`src/rtl/logic_arb_2to1.sv`:
```
// Round-robin arbiter sharing one bitwise logic unit (OR/AND/XOR/ANDN) between two requesters.
// Result registered with 1-cycle latency; a held result without out_ready blocks all grants.
module logic_arb_2to1 #(
    parameter int WIDTH = 16
) (
    input  logic             clk,
    input  logic             rst,
    input  logic             req0,
    input  logic [1:0]       op0,
    input  logic [WIDTH-1:0] inA0,
    input  logic [WIDTH-1:0] inB0,
    output logic             gnt0,
    input  logic             req1,
    input  logic [1:0]       op1,
    input  logic [WIDTH-1:0] inA1,
    input  logic [WIDTH-1:0] inB1,
    output logic             gnt1,
    output logic [WIDTH-1:0] Out,
    output logic             out_valid,
    output logic             out_id,
    input  logic             out_ready
);

    typedef enum logic {
        EMPTY = 1'b0,
        FULL  = 1'b1
    } state_t;

    state_t           state;
    state_t           state_nxt;
    logic             prio;
    logic             can_accept;
    logic [1:0]       op_sel;
    logic [WIDTH-1:0] a_sel;
    logic [WIDTH-1:0] b_sel;
    logic [WIDTH-1:0] res;

    assign out_valid = (state == FULL);

    // Draining and refilling the output register may happen in the same cycle.
    always_comb begin
        state_nxt  = state;
        gnt0       = 1'b0;
        gnt1       = 1'b0;
        can_accept = (state == EMPTY) || out_ready;
        if (!rst && can_accept) begin
            if (req0 && req1) begin
                gnt0 = !prio;
                gnt1 = prio;
            end else begin
                gnt0 = req0;
                gnt1 = req1;
            end
        end
        if (gnt0 || gnt1) begin
            state_nxt = FULL;
        end else if (state == FULL && out_ready) begin
            state_nxt = EMPTY;
        end
    end

    // Operand mux is steered by the grant, so an idle side's X never reaches Out.
    always_comb begin
        op_sel = gnt1 ? op1  : op0;
        a_sel  = gnt1 ? inA1 : inA0;
        b_sel  = gnt1 ? inB1 : inB0;
        res    = '0;
        case (op_sel)
            2'b00:   res = a_sel | b_sel;
            2'b01:   res = a_sel & b_sel;
            2'b10:   res = a_sel ^ b_sel;
            default: res = a_sel & ~b_sel;
        endcase
    end

    always_ff @(posedge clk) begin
        if (rst) begin
            state  <= EMPTY;
            Out    <= '0;
            out_id <= 1'b0;
            prio   <= 1'b0;
        end else begin
            state <= state_nxt;
            if (gnt0 || gnt1) begin
                Out    <= res;
                out_id <= gnt1;
                prio   <= gnt0;
            end
        end
    end

endmodule
```
`config.mk`:
```
export PLATFORM = sky130hd
export DESIGN_NAME = logic_arb_2to1
export DESIGN_NICKNAME = d
export VERILOG_FILES = /design/src/rtl/logic_arb_2to1.sv
export SDC_FILE = /design/constraint.sdc
export NUM_CORES = 1
export LEC_CHECK = 0
export CAP_MARGIN = 30
export CORE_ASPECT_RATIO = 0.75
export CORE_MARGIN = 5
export CORE_UTILIZATION = 49
export CTS_CLUSTER_DIAMETER = 40
export DETAILED_ROUTE_END_ITERATION = 7
export PLACE_DENSITY = 0.88
export SLEW_MARGIN = 20
export SYNTH_ARGS = -nofsm -noshare
export SYNTH_HDL_FRONTEND = slang
export SYNTH_SLANG_ARGS = --single-unit
export TNS_END_PERCENT = 50
```
`constraint.sdc`:
```
create_clock -name clk -period 6.7 [get_ports clk]
set_input_delay 1.34 -clock clk [delete_from_list [all_inputs] [get_ports clk]]
set_output_delay 1.34 -clock clk [all_outputs]
set_load 0.02 [all_outputs]
```
==> results of run 1 <==
-- cell type report --
class                   instances  area [um^2]
multi-input cells             240         1860
fillers                       392         1480
repair buffers                 96          965
flip-flops and latches         19          380
well taps                      60         75.1
inverters                      17         68.8
clock buffers                   4         45.0
-- worst register-to-register path: cells and delay by family (launching register included) --
| family | cells | cell delay, ns |
|---|---|---|
| mux | 2 | 0.39 |
| flops | 1 | 0.32 |
| buf+inv | 1 | 0.34 |
| fa+ha+maj | 1 | 0.27 |
| simple gates | 3 | 0.99 |
| compound gates | 2 | 0.33 |
-- power groups by stage --
stage / Clock [uW] / Combinational [uW] / Sequential [uW]
after floorplan: 0 / 128 / 149
after global placement: 0 / 229 / 135
after detailed placement: 0 / 240 / 136
after CTS: 83.7 / 242 / 133
after global routing: 88.3 / 264 / 135
final: 82.3 / 244 / 133
-- registers in the layout (all words and copies together), names as in the netlist --
register	cells
Out	16
out_id	1
out_valid	1
prio	1
-- synthesized netlist by cell type (all sizes together) --
cell type  instances  share of area
a21oi              1         0.0020
a41oi              1         0.0067
buf               17          0.047
clkbuf             7          0.011
clkinv             1         0.0036
dfxtp             19           0.16
ha                16          0.082
inv               16          0.025
mux2i             63           0.26
nand2              1         0.0046
nand2b             3         0.0077
nand3             31          0.063
nor2              19          0.029
nor2b              4          0.013
nor3              19          0.057
o21ai             31          0.063
o221ai             2         0.0097
o22ai             15          0.038
or3                1         0.0026
or4b               1         0.0056
xor2              32           0.11
-- cell families (layout without fill, tap and decap cells) --
logic type                 after synthesis  count (layout)  synth area share
DFF                                     19              19             0.156
xor gates and xnor gates                32              32             0.115
and+or+nand+nor                         79              79             0.184
buffers and inverters                   41             117            0.0860
adders and majority gates               16              16            0.0819
AOI/OAI and AO/OA                       50              50             0.120
muxes                                   63              63             0.258
-- worst paths after layout --
| kind | end | slack [ns] | cells past startpoint |
|---|---|---|---|
| setup / recovery | gnt1 | 1.54 | 5 |
| hold / removal | out_id | 0.48 | 2 |
| setup reg to reg | Out[11] | 3.95 | 9 |
| hold reg to reg | out_id | 0.48 | 2 |
-- through the flow --
stage,cells,util,hold WS [ns]
floorplan,300,-,0.451
global placement,429,0.677,0.471
detailed placement,431,0.683,0.469
CTS,435,0.692,0.481
global route,436,0.696,0.508
finish,436,0.696,0.481
-- per-layer routing --
layer,vias up,share of wire,GRT usage
met5,-,0,0
met4,0,0.0086,0.0468
met3,8,0.087,0.0553
met2,97,0.49,0.366
met1,1185,0.42,0.276
li1,1223,-,-
==> run_results.csv, run 1 <==
group,metric,value,unit
status,status,"complete, no violations",
finish,syn_to_final_growth,38.7,%
power,switching_share,0.366,
power,p_clk_frac,0.179,
clock_tree,cts-root-buf,"clkbuf_8",
global_route,track_usage,0.216,
global_route,grt_pass1_vias,2449,
die,rows,22,
power,pwr-share-seq,0.290,
yosys,ys_ff_latch,19,
detailed_routing,dr_total_vias,2513,
power,p_int,291,uW
detailed_routing,remaining_drc_errors,0,
worst_hold_path,min_from,"out_id",
sta,timing.final.crit_share,0.770,
yosys,synth_cell_type_count,29,
finish,stdcell_area,3390,um^2
sta,fin_skew,0.00367,ns
setup_path,cp-startpoint,"rst",
finish,layout_commonest_cell,"clkdlybuf4s50_1",
clock_tree,cts_buffers,3,
setup_path,crit_chain,"clkdlybuf4s50_1 -> buf_4 -> or4b_4 -> clkinv_4 -> clkdlybuf4s50_1",
detailed_routing,drt-pass1-iter-count,4,
worst_hold_path,hp-class,"reg -> reg",
setup_path,critPathLaunchType,"input pin",
detailed_routing,drt_iter0_markers,188,
clock_tree,clock_path_buffers,2,
power,design_power_total,459,uW
sta,slew_viol_final,0,
finish,layout_common_cells,"clkdlybuf4s50_1, mux2i_1, xor2_1, nand3_1, o21ai_0",
placed_design,hpwl,5370,um
detailed_routing,ant_nets,0,
sta,rsz0062_at_grt,"false",
sta,worst_pin_slew,0.966,ns
yosys,syn_inst,300,
finish,drive_gt1_frac,0.0665,
sta,hold_violations,0,
die,dieArea,6520,um^2
setup_path,critPathKind,"in -> out",
power,power_leakage,0.00147,uW
die,io_pins,93,
yosys,synth.avg_cell_area,8.15,um^2
setup_path,cp_num_buf_inv,4,
sta,final.setup.tns,0,ns
global_route,antenna_found_initial,0,
die,die_h,71.2,um
global_route,grt_max_degree,37,
placed_design,post-place-ws,1.56,ns
placed_design,place_congestion,0.881,
clock_tree,cts.sinks,19,
setup_path,regToRegStartpoint,"out_valid",
clock_tree,cts_resized,0,
setup_path,crit_slowest_cell,"or4b_4",
global_route,grt_pass1_wl,11900,um
die,core,4870,um^2
sta,setup_slack,1.54,ns
power,p_comb_frac,0.530,
run,maxCapViolCount,0,
die,die_x,91.6,um
yosys,ys_warn_count,0,
setup_path,max_stage_delay,0.85,ns
clock_tree,cts_hold_buf,0,
detailed_routing,wl_per_cell,16.8,um
placed_design,place_area,3330,um^2
setup_path,end_kind,"primary output",
setup_path,cpLargestDelayFamily,"buffers and inverters",
setup_path,cpMostUsedCell,"clkdlybuf4s50_1",
detailed_routing,routed_wl,7300,um
detailed_routing,avgViaCountPerCell,5.76,
placed_design,port_buffers,92,
finish,finalNetCount,466,
power,power_switching,168,uW
sta,maxSlewHeadroom,0.356,
sta,fmax,194,MHz
setup_path,cp.arrival,3.82,ns
yosys,synth_area,2440,um^2
clock_tree,cts_tree,"yes",
global_route,grt_overflow,0,
yosys,synth_nets,389,
clock_tree,clk_pin_slew,0.07,ns
sta,period_needed,5.16,ns
yosys,seq_area_frac_synth,0.156,
clock_tree,post-cts-setup-buffers,0,
die,initial_core_util,0.502,
setup_path,cp_data_required_time,5.36,ns
sta,finalSetupViolCount,0,
setup_path,cp_max_fo,36,
power,p_per_area,135,nW/um^2
clock_tree,htreeDepth,1,
power,ir_worst_vdd,0.103,mV
finish,num_antenna_cells,0,
clock_tree,clock_latency,0.26,ns
Note: power is estimated with default switching activity, not from simulation.
==> inputs of run 2 (changes only) <==
Settings changed: CORE_UTILIZATION 49 to 45, PLACE_DENSITY 0.88 to 0.82.
Clock period 6.7 ns to 5.3 ns, I/O delays scaled along.
==> run 2 against run 1 <==
Compared with the run above:
- core utilization decreased by 5.5 points
- count of clock-buffer cells in the layout unchanged
- die area increased by 7.8%
- global-route usage decreased by 1.3 points
- via count decreased by 2.1%
- combinational power increased by 25%
- power increased by 25%
- clock skew decreased by 0.0028 ns
- critical path depth unchanged
- design area increased by 0.11%
- critical path type unchanged
- critical endpoint unchanged
- largest power group unchanged
==> run_results.csv, run 2 (synthesis results as in run 1) <==
group,metric,value,unit
detailed_routing,avgViaCountPerCell,5.45,
finish,num_antenna_cells,0,
detailed_routing,ant_nets,0,
setup_path,reg2reg_depth,9,
finish,layout_commonest_cell,"clkdlybuf4s50_1",
die,dieArea,7020,um^2
global_route,antenna_found_initial,0,
sta,fin_skew,0.000909,ns
sta,maxSlewHeadroom,0.356,
sta,hold_violations,0,
finish,largest_reg_flops,16,
clock_tree,cts_resized,0,
die,io_pins,93,
clock_tree,htreeDepth,1,
global_route,grt_overflow,0,
die,core,5300,um^2
setup_path,cp-startpoint,"out_ready",
detailed_routing,dr_total_vias,2459,
sta,rsz0062_at_grt,"false",
clock_tree,cts_hold_buf,0,
sta,timing.final.crit_share,0.850,
finish,regMostFlops,"Out",
power,ir_worst_vdd,0.182,mV
clock_tree,cts-root-buf,"clkbuf_8",
die,die_h,73.8,um
clock_tree,post-cts-setup-buffers,0,
detailed_routing,wl_per_cell,16.2,um
sta,worst_pin_slew,0.966,ns
sta,final.setup.tns,0,ns
global_route,grt_pass1_vias,2392,
sta,finalSetupViolCount,0,
sta,period_needed,4.50,ns
clock_tree,clk_pin_slew,0.07,ns
run,maxCapViolCount,0,
setup_path,critPathKind,"in -> out",
setup_path,cp-endpoint,"gnt1",
clock_tree,cts.sinks,19,
power,pwr-share-seq,0.294,
placed_design,place_congestion,0.802,
placed_design,port_buffers,92,
die,rows,23,
clock_tree,clock_latency,0.26,ns
finish,syn_to_final_growth,38.8,%
setup_path,crit-reg2reg-capture,"Out[13]",
power,p_per_area,169,nW/um^2
die,die_x,95.1,um
placed_design,hpwl,5330,um
setup_path,regToRegStartpoint,"out_valid",
status,status,"complete, no violations",
finish,final_core_util,0.641,
detailed_routing,remaining_drc_errors,0,
worst_hold_path,hp-class,"reg -> reg",
setup_path,end_kind,"primary output",
power,p_comb_frac,0.529,
sta,fmax,222,MHz
power,p_clk_frac,0.177,
detailed_routing,drt_iter0_markers,119,
clock_tree,clock_path_buffers,2,
finish,finalNetCount,466,
global_route,grt_max_degree,37,
global_route,grt_pass1_wl,11500,um
power,p_int,367,uW
clock_tree,cts_buffers,3,
power,switching_share,0.362,
global_route,track_usage,0.203,
finish,drive_gt1_frac,0.0638,
setup_path,rrSetupSlack,2.49,ns
sta,slew_viol_final,0,
detailed_routing,drt-pass1-iter-count,4,
setup_path,cp_max_fo,36,
power,power_leakage,0.00147,uW
power,power_switching,208,uW
die,initial_core_util,0.462,
clock_tree,cts_tree,"yes",
setup_path,cp_data_required_time,4.24,ns
detailed_routing,routed_wl,7310,um
setup_path,critPathLaunchType,"input pin",
setup_path,cp.arrival,3.44,ns
finish,layout_common_cells,"clkdlybuf4s50_1, mux2i_1, xor2_1, nand3_1, o21ai_0",
==> run 2: cell counts in the layout (fill, tap and decap cells not counted) <==
No cell type changed its count.
==> run 2: area by class of cell <==
type / instances / area, um^2
fillers: 490 / 1900
multi-input cells: 240 / 1850
repair buffers: 96 / 952
flip-flops and latches: 19 / 380
well taps: 75 / 93.8
inverters: 17 / 68.8
clock buffers: 4 / 45.0
==> run 2: power by group through the flow <==
stage          Clock (uW)  Combinational [uW]  Sequential (uW)
6_report              102                 304              169
5_1_grt               109                 333              171
4_1_cts               103                 305              169
3_5_place_dp            0                 304              172
3_3_place_gp            0                 291              172
2_1_floorplan           0                 162              188
==> run 2: critical path: stages <==
cell and delay, ns:
clkdlybuf4s50_1 0.51, nor2b_4 0.06, or4b_4 0.79, clkinv_4 0.32
clkdlybuf4s50_1 0.66
==> run 2: worst min-delay path by stage <==
stage            start  cells past startpoint  endpoint  slack [ns]
2_1_floorplan     prio                      2      prio        0.45
3_3_place_gp      prio                      2      prio        0.48
3_5_place_dp   Out[10]                      2   Out[10]        0.49
4_1_cts        Out[10]                      2   Out[10]        0.50
5_1_grt         Out[7]                      2    Out[7]        0.53
6_report       Out[10]                      2   Out[10]        0.50
==> run 2: per-stage QoR <==
| stage | instances | hold slack [ns] | setup slack [ns] | instance area [um^2] | total power [uW] |
|---|---|---|---|---|---|
| floorplan | 300 | 0.451 | 2.12 | 2440 | 350 |
| global placement | 445 | 0.478 | 0.844 | 3320 | 463 |
| detailed placement | 447 | 0.489 | 0.797 | 3350 | 476 |
| CTS | 451 | 0.499 | 0.801 | 3390 | 578 |
| global route | 451 | 0.532 | 0.752 | 3390 | 613 |
| finish | 451 | 0.497 | 0.797 | 3390 | 575 |
==> run 2: layer usage <==
metal / up-vias / track usage / share of wire
li1: 1214 / - / -
met1: 1164 / 0.273 / 0.47
met2: 77 / 0.344 / 0.46
met3: 4 / 0.0409 / 0.063
met4: 0 / 0.0240 / 0.0064
met5: - / 0 / 0
